===== src/rtl/tetris_cmd_arbiter.sv =====
// Merges button, UART and gravity requests into one valid/ack command stream for the tetris engine.
// Each source has a one-entry slot. RESTART overrides round-robin, and game_over silences everything except RESTART.
module tetris_cmd_arbiter #(
  parameter int unsigned TICK_CYCLES = 25_000_000,
  parameter int unsigned DROP_W      = 8
) (
  input  logic              clk_50MHz,
  input  logic              reset_n,
  input  logic [3:0]        btn_req,
  input  logic              uart_valid,
  input  logic [2:0]        uart_cmd,
  output logic              uart_ready,
  input  logic              engine_ready,
  input  logic              game_over,
  output logic              cmd_valid,
  output logic [2:0]        cmd,
  input  logic              cmd_ack,
  output logic [DROP_W-1:0] drop_cnt
);

  localparam int unsigned CNT_W = (TICK_CYCLES > 2) ? $clog2(TICK_CYCLES) : 1;

  localparam logic [2:0] CMD_NONE    = 3'd0;
  localparam logic [2:0] CMD_LEFT    = 3'd1;
  localparam logic [2:0] CMD_RIGHT   = 3'd2;
  localparam logic [2:0] CMD_ROTATE  = 3'd3;
  localparam logic [2:0] CMD_DOWN    = 3'd4;
  localparam logic [2:0] CMD_DROP    = 3'd5;
  localparam logic [2:0] CMD_RESTART = 3'd7;

  typedef enum logic {IDLE, ISSUE} state_t;
  typedef enum logic [1:0] {SRC_GRAV = 2'd0, SRC_BTN = 2'd1, SRC_UART = 2'd2} src_t;

  state_t            state_q, state_d;
  src_t              rr_q, rr_d;
  logic [CNT_W-1:0]  grav_cnt_q, grav_cnt_d;
  logic              grav_pend_q, grav_pend_d;
  logic              btn_full_q, btn_full_d;
  logic [2:0]        btn_code_q, btn_code_d;
  logic              uart_full_q, uart_full_d;
  logic [2:0]        uart_code_q, uart_code_d;
  logic              cmd_valid_q, cmd_valid_d;
  logic [2:0]        cmd_q, cmd_d;
  logic [DROP_W-1:0] drop_cnt_q, drop_cnt_d;

  logic       grav_elig, btn_elig, uart_elig;
  logic       gnt_any;
  src_t       gnt_src;
  logic       gnt_grav, gnt_btn, gnt_uart;
  logic [2:0] btn_load_code;
  logic       btn_extra, btn_hold, uart_hold, uart_load, grav_wrap;

  // Under game_over only a held RESTART stays eligible; everything else is being discarded.
  always_comb begin
    grav_elig = grav_pend_q && !game_over;
    btn_elig  = btn_full_q && (!game_over || btn_code_q == CMD_RESTART);
    uart_elig = uart_full_q && (!game_over || uart_code_q == CMD_RESTART);
    gnt_any   = 1'b0;
    gnt_src   = rr_q;
    if (state_q == IDLE && engine_ready) begin
      if (btn_elig && btn_code_q == CMD_RESTART) begin
        gnt_any = 1'b1; gnt_src = SRC_BTN;
      end else if (uart_elig && uart_code_q == CMD_RESTART) begin
        gnt_any = 1'b1; gnt_src = SRC_UART;
      end else begin
        case (rr_q)
          SRC_GRAV: begin
            if (grav_elig)      begin gnt_any = 1'b1; gnt_src = SRC_GRAV; end
            else if (btn_elig)  begin gnt_any = 1'b1; gnt_src = SRC_BTN;  end
            else if (uart_elig) begin gnt_any = 1'b1; gnt_src = SRC_UART; end
          end
          SRC_BTN: begin
            if (btn_elig)       begin gnt_any = 1'b1; gnt_src = SRC_BTN;  end
            else if (uart_elig) begin gnt_any = 1'b1; gnt_src = SRC_UART; end
            else if (grav_elig) begin gnt_any = 1'b1; gnt_src = SRC_GRAV; end
          end
          default: begin
            if (uart_elig)      begin gnt_any = 1'b1; gnt_src = SRC_UART; end
            else if (grav_elig) begin gnt_any = 1'b1; gnt_src = SRC_GRAV; end
            else if (btn_elig)  begin gnt_any = 1'b1; gnt_src = SRC_BTN;  end
          end
        endcase
      end
    end
  end

  assign gnt_grav = gnt_any && (gnt_src == SRC_GRAV);
  assign gnt_btn  = gnt_any && (gnt_src == SRC_BTN);
  assign gnt_uart = gnt_any && (gnt_src == SRC_UART);

  always_comb begin
    btn_load_code = CMD_NONE;
    btn_extra     = 1'b0;
    if (btn_req[0]) begin
      btn_load_code = CMD_LEFT;   btn_extra = |btn_req[3:1];
    end else if (btn_req[1]) begin
      btn_load_code = CMD_RIGHT;  btn_extra = |btn_req[3:2];
    end else if (btn_req[2]) begin
      btn_load_code = CMD_ROTATE; btn_extra = btn_req[3];
    end else if (btn_req[3]) begin
      btn_load_code = CMD_DROP;
    end
  end

  // A granted slot is free for a same-cycle load.
  assign btn_hold   = btn_full_q && !gnt_btn && !(game_over && btn_code_q != CMD_RESTART);
  assign uart_hold  = uart_full_q && !gnt_uart && !(game_over && uart_code_q != CMD_RESTART);
  assign uart_ready = !uart_full_q || gnt_uart;
  assign uart_load  = uart_valid && uart_ready && (uart_cmd != CMD_NONE) &&
                      (!game_over || uart_cmd == CMD_RESTART);
  assign grav_wrap  = (grav_cnt_q == CNT_W'(TICK_CYCLES - 1));

  always_comb begin
    state_d     = state_q;
    rr_d        = rr_q;
    cmd_valid_d = cmd_valid_q;
    cmd_d       = cmd_q;
    drop_cnt_d  = drop_cnt_q;
    grav_cnt_d  = grav_cnt_q;
    grav_pend_d = grav_pend_q;
    btn_full_d  = btn_hold;
    btn_code_d  = btn_code_q;
    uart_full_d = uart_hold;
    uart_code_d = uart_code_q;

    case (state_q)
      IDLE: if (gnt_any) begin
        state_d     = ISSUE;
        cmd_valid_d = 1'b1;
        case (gnt_src)
          SRC_GRAV: begin cmd_d = CMD_DOWN;    rr_d = SRC_BTN;  end
          SRC_BTN:  begin cmd_d = btn_code_q;  rr_d = SRC_UART; end
          default:  begin cmd_d = uart_code_q; rr_d = SRC_GRAV; end
        endcase
      end
      default: if (cmd_ack) begin
        state_d     = IDLE;
        cmd_valid_d = 1'b0;
        cmd_d       = CMD_NONE;
      end
    endcase

    if (game_over) begin
      grav_cnt_d  = '0;
      grav_pend_d = 1'b0;
    end else begin
      grav_cnt_d  = grav_wrap ? '0 : grav_cnt_q + CNT_W'(1);
      grav_pend_d = (grav_pend_q && !gnt_grav) || grav_wrap;
    end

    // Button codes never map to RESTART, so game_over discards every button load.
    if ((|btn_req) && !btn_hold) begin
      btn_full_d = !game_over;
      btn_code_d = btn_load_code;
    end
    if ((|btn_req) && (btn_hold || btn_extra) && (drop_cnt_q != '1))
      drop_cnt_d = drop_cnt_q + DROP_W'(1);

    if (uart_load) begin
      uart_full_d = 1'b1;
      uart_code_d = uart_cmd;
    end
  end

  always_ff @(posedge clk_50MHz) begin
    if (!reset_n) begin
      state_q     <= IDLE;
      rr_q        <= SRC_GRAV;
      grav_cnt_q  <= '0;
      grav_pend_q <= 1'b0;
      btn_full_q  <= 1'b0;
      btn_code_q  <= CMD_NONE;
      uart_full_q <= 1'b0;
      uart_code_q <= CMD_NONE;
      cmd_valid_q <= 1'b0;
      cmd_q       <= CMD_NONE;
      drop_cnt_q  <= '0;
    end else begin
      state_q     <= state_d;
      rr_q        <= rr_d;
      grav_cnt_q  <= grav_cnt_d;
      grav_pend_q <= grav_pend_d;
      btn_full_q  <= btn_full_d;
      btn_code_q  <= btn_code_d;
      uart_full_q <= uart_full_d;
      uart_code_q <= uart_code_d;
      cmd_valid_q <= cmd_valid_d;
      cmd_q       <= cmd_d;
      drop_cnt_q  <= drop_cnt_d;
    end
  end

  assign cmd_valid = cmd_valid_q;
  assign cmd       = cmd_q;
  assign drop_cnt  = drop_cnt_q;

endmodule


===== config.mk =====
export PLATFORM = sky130hd
export DESIGN_NAME = tetris_cmd_arbiter
export DESIGN_NICKNAME = d
export VERILOG_FILES = /design/src/rtl/tetris_cmd_arbiter.sv
export SDC_FILE = /design/constraint.sdc
export NUM_CORES = 1
export LEC_CHECK = 0
export ABC_AREA = 0
export CAP_MARGIN = 20
export CORE_UTILIZATION = 49
export DETAILED_ROUTE_END_ITERATION = 10
export PLACE_DENSITY = 0.81
export SLEW_MARGIN = 10
export SYNTH_ARGS = -nofsm -noshare
export SYNTH_HDL_FRONTEND = slang
export SYNTH_SLANG_ARGS = --single-unit

===== constraint.sdc =====
create_clock -name clk_50MHz -period 2.6 [get_ports clk_50MHz]
set_input_delay 0.52 -clock clk_50MHz [delete_from_list [all_inputs] [get_ports clk_50MHz]]
set_output_delay 0.52 -clock clk_50MHz [all_outputs]
set_load 0.02 [all_outputs]

==> results of run 1 <==
[kinds of logic (layout without fill, tap and decap cells)]
logic type,after synthesis,in the layout,synth area share
simple gates,156,156,0.318
xor+xnor,23,23,0.0804
mux,10,10,0.0399
flops,49,49,0.391
fa+ha+maj,3,3,0.0140
compound gates,41,41,0.120
buf+inv,19,61,0.0359
[worst max-delay path: stages]
cell	delay, ns
sky130_fd_sc_hd__clkdlybuf4s50_1	0.51
sky130_fd_sc_hd__nor2b_4	0.17
sky130_fd_sc_hd__o21ai_0	0.09
sky130_fd_sc_hd__a32oi_1	0.24
sky130_fd_sc_hd__a31oi_1	0.09
sky130_fd_sc_hd__nand2_1	0.11
sky130_fd_sc_hd__nand2_1	0.06
sky130_fd_sc_hd__buf_2	0.17
[layout by cell type, fill, tap and decap left out, types with 3 or more instances in the layout]
cell type                         Yosys  final
sky130_fd_sc_hd__o21bai_1             3      3
sky130_fd_sc_hd__o21a_1               4      4
sky130_fd_sc_hd__or3_1                3      3
sky130_fd_sc_hd__nor3_1               7      7
sky130_fd_sc_hd__nand2b_1             9      9
sky130_fd_sc_hd__a21oi_1              6      6
sky130_fd_sc_hd__or4_1                3      3
sky130_fd_sc_hd__nand2_1             36     36
sky130_fd_sc_hd__nand3_1             17     17
sky130_fd_sc_hd__nor4_1               4      4
sky130_fd_sc_hd__a32oi_1              3      3
sky130_fd_sc_hd__nand4_1              7      7
sky130_fd_sc_hd__xnor2_1             12     12
sky130_fd_sc_hd__nor2_1              41     41
sky130_fd_sc_hd__clkdlybuf4s50_1      0     23
sky130_fd_sc_hd__a31oi_1              3      3
sky130_fd_sc_hd__nor2b_1              9      8
sky130_fd_sc_hd__mux2i_1             10     10
sky130_fd_sc_hd__o21ai_0              5      5
sky130_fd_sc_hd__buf_4                0     21
sky130_fd_sc_hd__dfxtp_1             49     49
sky130_fd_sc_hd__clkbuf_8             0      5
sky130_fd_sc_hd__and3_1               7      7
sky130_fd_sc_hd__inv_1                7      7
sky130_fd_sc_hd__xor2_1              11     11
sky130_fd_sc_hd__nor4b_1              3      3
[cell usage after synthesis, types with 4 or more instances]
cell                       number  area share
sky130_fd_sc_hd__dfxtp_1       49        0.39
sky130_fd_sc_hd__nor2_1        41       0.061
sky130_fd_sc_hd__nand2_1       36       0.054
sky130_fd_sc_hd__nand3_1       17       0.034
sky130_fd_sc_hd__xnor2_1       12       0.042
sky130_fd_sc_hd__xor2_1        11       0.038
sky130_fd_sc_hd__mux2i_1       10       0.040
sky130_fd_sc_hd__nand2b_1       9       0.022
sky130_fd_sc_hd__nor2b_1        9       0.022
sky130_fd_sc_hd__and3_1         7       0.017
sky130_fd_sc_hd__clkbuf_1       7       0.010
sky130_fd_sc_hd__inv_1          7       0.010
sky130_fd_sc_hd__nand4_1        7       0.017
sky130_fd_sc_hd__nor3_1         7       0.014
sky130_fd_sc_hd__a21oi_1        6       0.012
sky130_fd_sc_hd__o21ai_0        5       0.010
sky130_fd_sc_hd__nor4_1         4       0.010
sky130_fd_sc_hd__o21a_1         4       0.012
[worst max-delay path by stage]
stage | start | end | slack, ns
finish | engine_ready | uart_ready | 0.13
global route | engine_ready | uart_ready | -0.02
CTS | engine_ready | uart_ready | 0.04
detailed placement | game_over | uart_ready | -0.34
global placement | game_over | uart_ready | -0.28
floorplan | game_over | drop_cnt[2] | 0.43
[routing by layer]
layer	vias to the layer above	routed length, um	GRT usage
li1	1145	-	-
met1	1035	2350	0.237
met2	34	2580	0.373
met3	10	180	0.0604
met4	0	89	0.0769
met5	-	0	0
[registers in the layout (all words and copies together), names as in the netlist]
signal and cells:
btn_code_q 3, rr_q 2, uart_code_q 3, drop_cnt 8, grav_cnt_q 25, grav_pend_q 1, cmd_valid 1, btn_full_q 1
cmd 3, uart_full_q 1, state_q 1
[metrics by stage]
stage | total power, mW | instance area, um^2 | worst slack [ns]
2_1_floorplan | 0.919 | 2510 | 0.435
3_3_place_gp | 0.999 | 2930 | -0.283
3_5_place_dp | 1.00 | 2930 | -0.343
4_1_cts | 1.49 | 3030 | 0.0438
5_1_grt | 1.55 | 3030 | -0.0196
6_report | 1.48 | 3030 | 0.129
[area by class of cell]
cell class	instances	area, um^2	share of cell area
multi-input combinational	233	1440	0.476
clock inverter	3	28.8	0.00948
inverter	7	26.3	0.00866
sequential	49	981	0.323
timing repair buffer	46	402	0.132
clock buffer	5	68.8	0.0227
tap	67	83.8	0.0276
[repair_timing]
action,CTS,global route
resized for setup,5,3
setup buffers,0,1
pin swaps,0,1
setup endpoints to repair,1,1
[report_power, final]
group          internal [mW]  switching [mW]  total [mW]  leakage, nW
clock network          0.202           0.293       0.495       0.0506
logic                 0.0977          0.0943       0.192        0.637
registers              0.771          0.0260       0.797        0.397
total                   1.07           0.414        1.48         1.08
==> flow_metrics.env, run 1 <==
export IMPL_result_of_the_run="finished clean"
export IMPL_fp_coreArea_um2=4820
export IMPL_period_utilization=0.950
export IMPL_dominantRegCellSynth="sky130_fd_sc_hd__dfxtp_1"
export IMPL_grt_overflow=0
export IMPL_worst_ir_drop_vdd_mv=0.338
export IMPL_io_pins=26
export IMPL_instances_no_fill=410
export IMPL_synth_area_um2=2510
export IMPL_syn_mean_instance_area_um2=8.33
export IMPL_global_route_usage_total=0.210
export IMPL_clock_skew_final_ns=0.0103
export IMPL_placementRows=25
export IMPL_dp_final_hpwl_mm=3.82
export IMPL_numCtsBuffers=5
export IMPL_drt_pre_antenna_iters=4
export IMPL_design_die_area_um2=5400
export IMPL_cts_sink_count=49
export IMPL_drc_errors=0
export IMPL_detailroute_via_count=2224
export IMPL_largest_net_degree_at_the_start_of_global_routing=26
export IMPL_timing_fmax_mhz=405
export IMPL_num_nets_final=357
export IMPL_max_slew_headroom=0.724
export IMPL_grt_antenna_before_repair=0
export IMPL_detail_route_wl_per_cell_um=12.7
export IMPL_detail_route_vias_per_cell=5.42
export IMPL_ys_ff_latch=49
export IMPL_worstHoldEndpoint="grav_cnt_q[0]"
export IMPL_asyncSetResetFlopFracSynth=0
export IMPL_final_max_tran_viols=0
export IMPL_cp_start_kind="input port"
export IMPL_worst_hold_startpoint="grav_cnt_q[0]"
export IMPL_critical_path_class="in -> out"
export IMPL_synth_sequential_area_ratio=0.391
export IMPL_ctsHtreeMaxLevel=2
export IMPL_tritoncts="done"
export IMPL_synth_net_count=316
export IMPL_regToRegSetupSlack_ns=0.43
export IMPL_critical_path_arrival_ns=1.95
export IMPL_cts_path_max_buffers=2
export IMPL_worst_max_slew_pin_slew_ns=0.410
export IMPL_clk_insertion_delay_late_ns=0.32
export IMPL_critical_path_peak_fanout=3
export IMPL_area_growth_synth_to_final_pct=21.1
export IMPL_final_antenna_net_count=0
export IMPL_utilization=0.630
export IMPL_worstPathRequired_ns=2.08
export IMPL_holdWs_ns=0.497
export IMPL_nFillCells=426
export IMPL_routability_cong=0.890
export IMPL_clkSlewWorstSetupHoldPaths_ns=0.11
export IMPL_synth_yosys_warnings=0
export IMPL_grt_first_pass_wirelength_mm=8.69
export IMPL_worst_hold_path_num_cells=1
export IMPL_maxCapViolCount=0
export IMPL_synth_enable_flop_cells=0
export IMPL_die_height_um=73.5
export IMPL_worst_setup_path_end_kind="output port"
export IMPL_final_layout_size_suffix_gt1_frac=0.117
export IMPL_r2r_end="drop_cnt[2]"
export IMPL_min_delay_path_class="reg -> reg"
export IMPL_antennaDiodeCount=0
export IMPL_die_width_um=73.5
export IMPL_yosysUniqueCellTypes=49
export IMPL_final_layout_setup_total_negative_slack_ns=0
export IMPL_syn_instance_count=301
export IMPL_floorplan_initialDensity=0.520
export IMPL_min_period_ns=2.47
export IMPL_place_detailed_instances=401
export IMPL_setup_violations=0
export IMPL_buffer_ports_inserted=25
export IMPL_timing_hold_violations_final=0
export IMPL_power_per_cell_area_nw_per_um2=489
export IMPL_via_count_of_the_first_global_routing_pass=1980
export IMPL_ctsRootBufferMaster="sky130_fd_sc_hd__clkbuf_8"
export IMPL_leakagePower_nw=1.08
export IMPL_worstRegToRegCells=7
export IMPL_count_of_hold_buffers_inserted_by_post_cts_repair=0
export IMPL_detail_route_iter0_violations=146
export IMPL_routed_wl_mm=5.20
export IMPL_timing_rr_start="uart_full_q"
(Power assumes the default switching activity.)
==> run 2: changes to the inputs <==
HOLD_SLACK_MARGIN = 0.05   (was not set)
MAX_ROUTING_LAYER = met4   (was not set)
clock period = 2.9 ns   (was 2.6 ns; I/O delays follow)
==> flow_metrics.env, run 2 (synthesized netlist as in run 1, its figures left out) <==
export IMPL_comb_power_share=0.112
export IMPL_dp_final_hpwl_mm=3.75
export IMPL_r2r_end="drop_cnt[4]"
export IMPL_worst_ir_drop_vdd_mv=0.342
export IMPL_final_layout_setup_total_negative_slack_ns=0
export IMPL_layout_cells_most_common_list="sky130_fd_sc_hd__dfxtp_1, sky130_fd_sc_hd__nor2_1, sky130_fd_sc_hd__nand2_1, sky130_fd_sc_hd__clkdlybuf4s50_1, sky130_fd_sc_hd__nand3_1"
export IMPL_max_slew_headroom=0.528
export IMPL_timing_critical_path_max_delay_family="buffers and inverters"
export IMPL_grt_antenna_before_repair=0
export IMPL_tritoncts="done"
export IMPL_fp_coreArea_um2=4820
export IMPL_worstHoldEndpoint="grav_cnt_q[0]"
export IMPL_worst_max_slew_pin_slew_ns=0.703
export IMPL_clock_skew_final_ns=0.00629
export IMPL_largest_net_degree_at_the_start_of_global_routing=26
export IMPL_pre_cts_ws_ns=-0.146
export IMPL_path_cells="clkdlybuf4s50_1 -> nor2b_2 -> o21ai_0 -> a32oi_1 -> a31oi_1 -> nand2_1 -> nand2_1 -> dlygate4sd2_1"
export IMPL_routed_wl_mm=5.14
export IMPL_worstRegToRegCells=6
export IMPL_rsz_0062_raised_after_global_routing="false"
export IMPL_final_layout_size_suffix_gt1_frac=0.0896
export IMPL_grt_overflow=0
export IMPL_via_count_of_the_first_global_routing_pass=1959
export IMPL_power_per_cell_area_nw_per_um2=482
export IMPL_power_clock_fraction=0.395
export IMPL_holdWs_ns=0.484
export IMPL_io_pins=26
export IMPL_antennaDiodeCount=0
export IMPL_instances_no_fill=402
export IMPL_die_width_um=73.5
export IMPL_drt_pre_antenna_iters=4
export IMPL_ctsRootBufferMaster="sky130_fd_sc_hd__clkbuf_8"
export IMPL_min_period_ns=2.73
export IMPL_critical_path_n_buffers_inverters=2
export IMPL_worst_hold_path_num_cells=1
export IMPL_regToRegSetupSlack_ns=0.60
export IMPL_critical_path_arrival_ns=2.15
export IMPL_cts_path_max_buffers=2
export IMPL_area_growth_synth_to_final_pct=20.0
export IMPL_buffer_ports_inserted=25
export IMPL_ctsHtreeMaxLevel=2
export IMPL_layout_cells_most_common="sky130_fd_sc_hd__dfxtp_1"
export IMPL_total_power_mw=1.45
export IMPL_setup_violations=0
export IMPL_maxCapViolCount=0
export IMPL_worstPathRequired_ns=2.32
export IMPL_post_cts_setup_buffers=0
export IMPL_routability_cong=0.898
export IMPL_swShare=0.232
export IMPL_detailroute_via_count=2195
export IMPL_die_height_um=73.5
export IMPL_result_of_the_run="finished clean"
export IMPL_design_area_um2=3010
export IMPL_clkSlewWorstSetupHoldPaths_ns=0.09
export IMPL_max_flop_register="grav_cnt_q"
export IMPL_drc_errors=0
export IMPL_critical_path_peak_fanout=3
export IMPL_power_share_sequential=0.492
export IMPL_cpMaxStageDelayCell="sky130_fd_sc_hd__clkdlybuf4s50_1"
export IMPL_worst_setup_path_end_kind="output port"
export IMPL_place_detailed_instances=394
export IMPL_global_route_usage_total=0.208
export IMPL_crit_path_frequent_cell="sky130_fd_sc_hd__nand2_1"
export IMPL_grt_first_pass_wirelength_mm=8.58
export IMPL_utilization=0.624
export IMPL_internal_power_mw=1.11
export IMPL_postPlaceCellArea_um2=2870
export IMPL_detail_route_vias_per_cell=5.46
export IMPL_numCtsBuffers=5
export IMPL_clk_insertion_delay_late_ns=0.30
export IMPL_cts_sink_count=49
export IMPL_min_delay_path_class="reg -> reg"
export IMPL_floorplan_initialDensity=0.520
export IMPL_num_nets_final=349
export IMPL_cp_start_kind="input port"
export IMPL_detail_route_iter0_violations=173
export IMPL_slowest_delay_ns=0.49
export IMPL_setup_ws_ns=0.170
export IMPL_timing_rr_start="uart_full_q"
export IMPL_period_utilization=0.941
export IMPL_critical_path_class="in -> out"
export IMPL_final_antenna_net_count=0
export IMPL_placementRows=25
export IMPL_leakagePower_nw=1.06
export IMPL_timing_hold_violations_final=0
export IMPL_final_max_tran_viols=0
export IMPL_timing_fmax_mhz=366
export IMPL_largest_register_ffs=25
export IMPL_detail_route_wl_per_cell_um=12.8
export IMPL_worst_hold_startpoint="grav_cnt_q[0]"
export IMPL_design_die_area_um2=5400
export IMPL_total_switching_power_mw=0.337
-- run 2: how the worst max path moves through the flow --
stage | startpoint | end | cells past startpoint
final | engine_ready | uart_ready | 8
after global routing | engine_ready | uart_ready | 8
after CTS | engine_ready | uart_ready | 8
after detailed placement | game_over | uart_ready | 8
after global placement | game_over | uart_ready | 8
after floorplan | game_over | uart_ready | 6
-- run 2: what timing repair did --
item	4_1_cts	5_1_grt
hold buffers	0	0
setup endpoints to repair	1	1
gates resized for setup	2	1
-- run 2: final cells by class --
type | instances | area [um^2]
fillers | 424 | 1810
multi-input cells | 233 | 1440
flip-flops and latches | 49 | 981
repair buffers | 38 | 345
well taps | 67 | 83.8
clock buffers | 5 | 68.8
clock inverters | 3 | 65.1
inverters | 7 | 26.3
-- run 2: worst register-to-register path, cell delays in order, from the launching register on --
cell                      delay [ns]
sky130_fd_sc_hd__dfxtp_1        0.51
sky130_fd_sc_hd__nand4_4        0.15
sky130_fd_sc_hd__and2_4         0.19
sky130_fd_sc_hd__a221o_1        0.36
sky130_fd_sc_hd__and3_1         0.24
sky130_fd_sc_hd__nor4_1         0.48
sky130_fd_sc_hd__mux2i_1        0.29
-- run 2: power by group through the flow --
stage	sequential [mW]	clock, mW	combinational [mW]
2_1_floorplan	0.731	0	0.0930
3_3_place_gp	0.728	0	0.159
3_5_place_dp	0.729	0	0.163
4_1_cts	0.713	0.583	0.162
5_1_grt	0.716	0.615	0.178
6_report	0.714	0.573	0.163
-- run 2: layer usage --
| metal | vias up | global-route usage | wire [um] | share of wire |
|---|---|---|---|---|
| li1 | 1124 | - | - | - |
| met1 | 1024 | 0.250 | 2320 | 0.45 |
| met2 | 38 | 0.357 | 2600 | 0.51 |
| met3 | 9 | 0.0343 | 152 | 0.030 |
| met4 | 0 | 0.0598 | 72 | 0.014 |
| met5 | - | - | 0 | 0 |
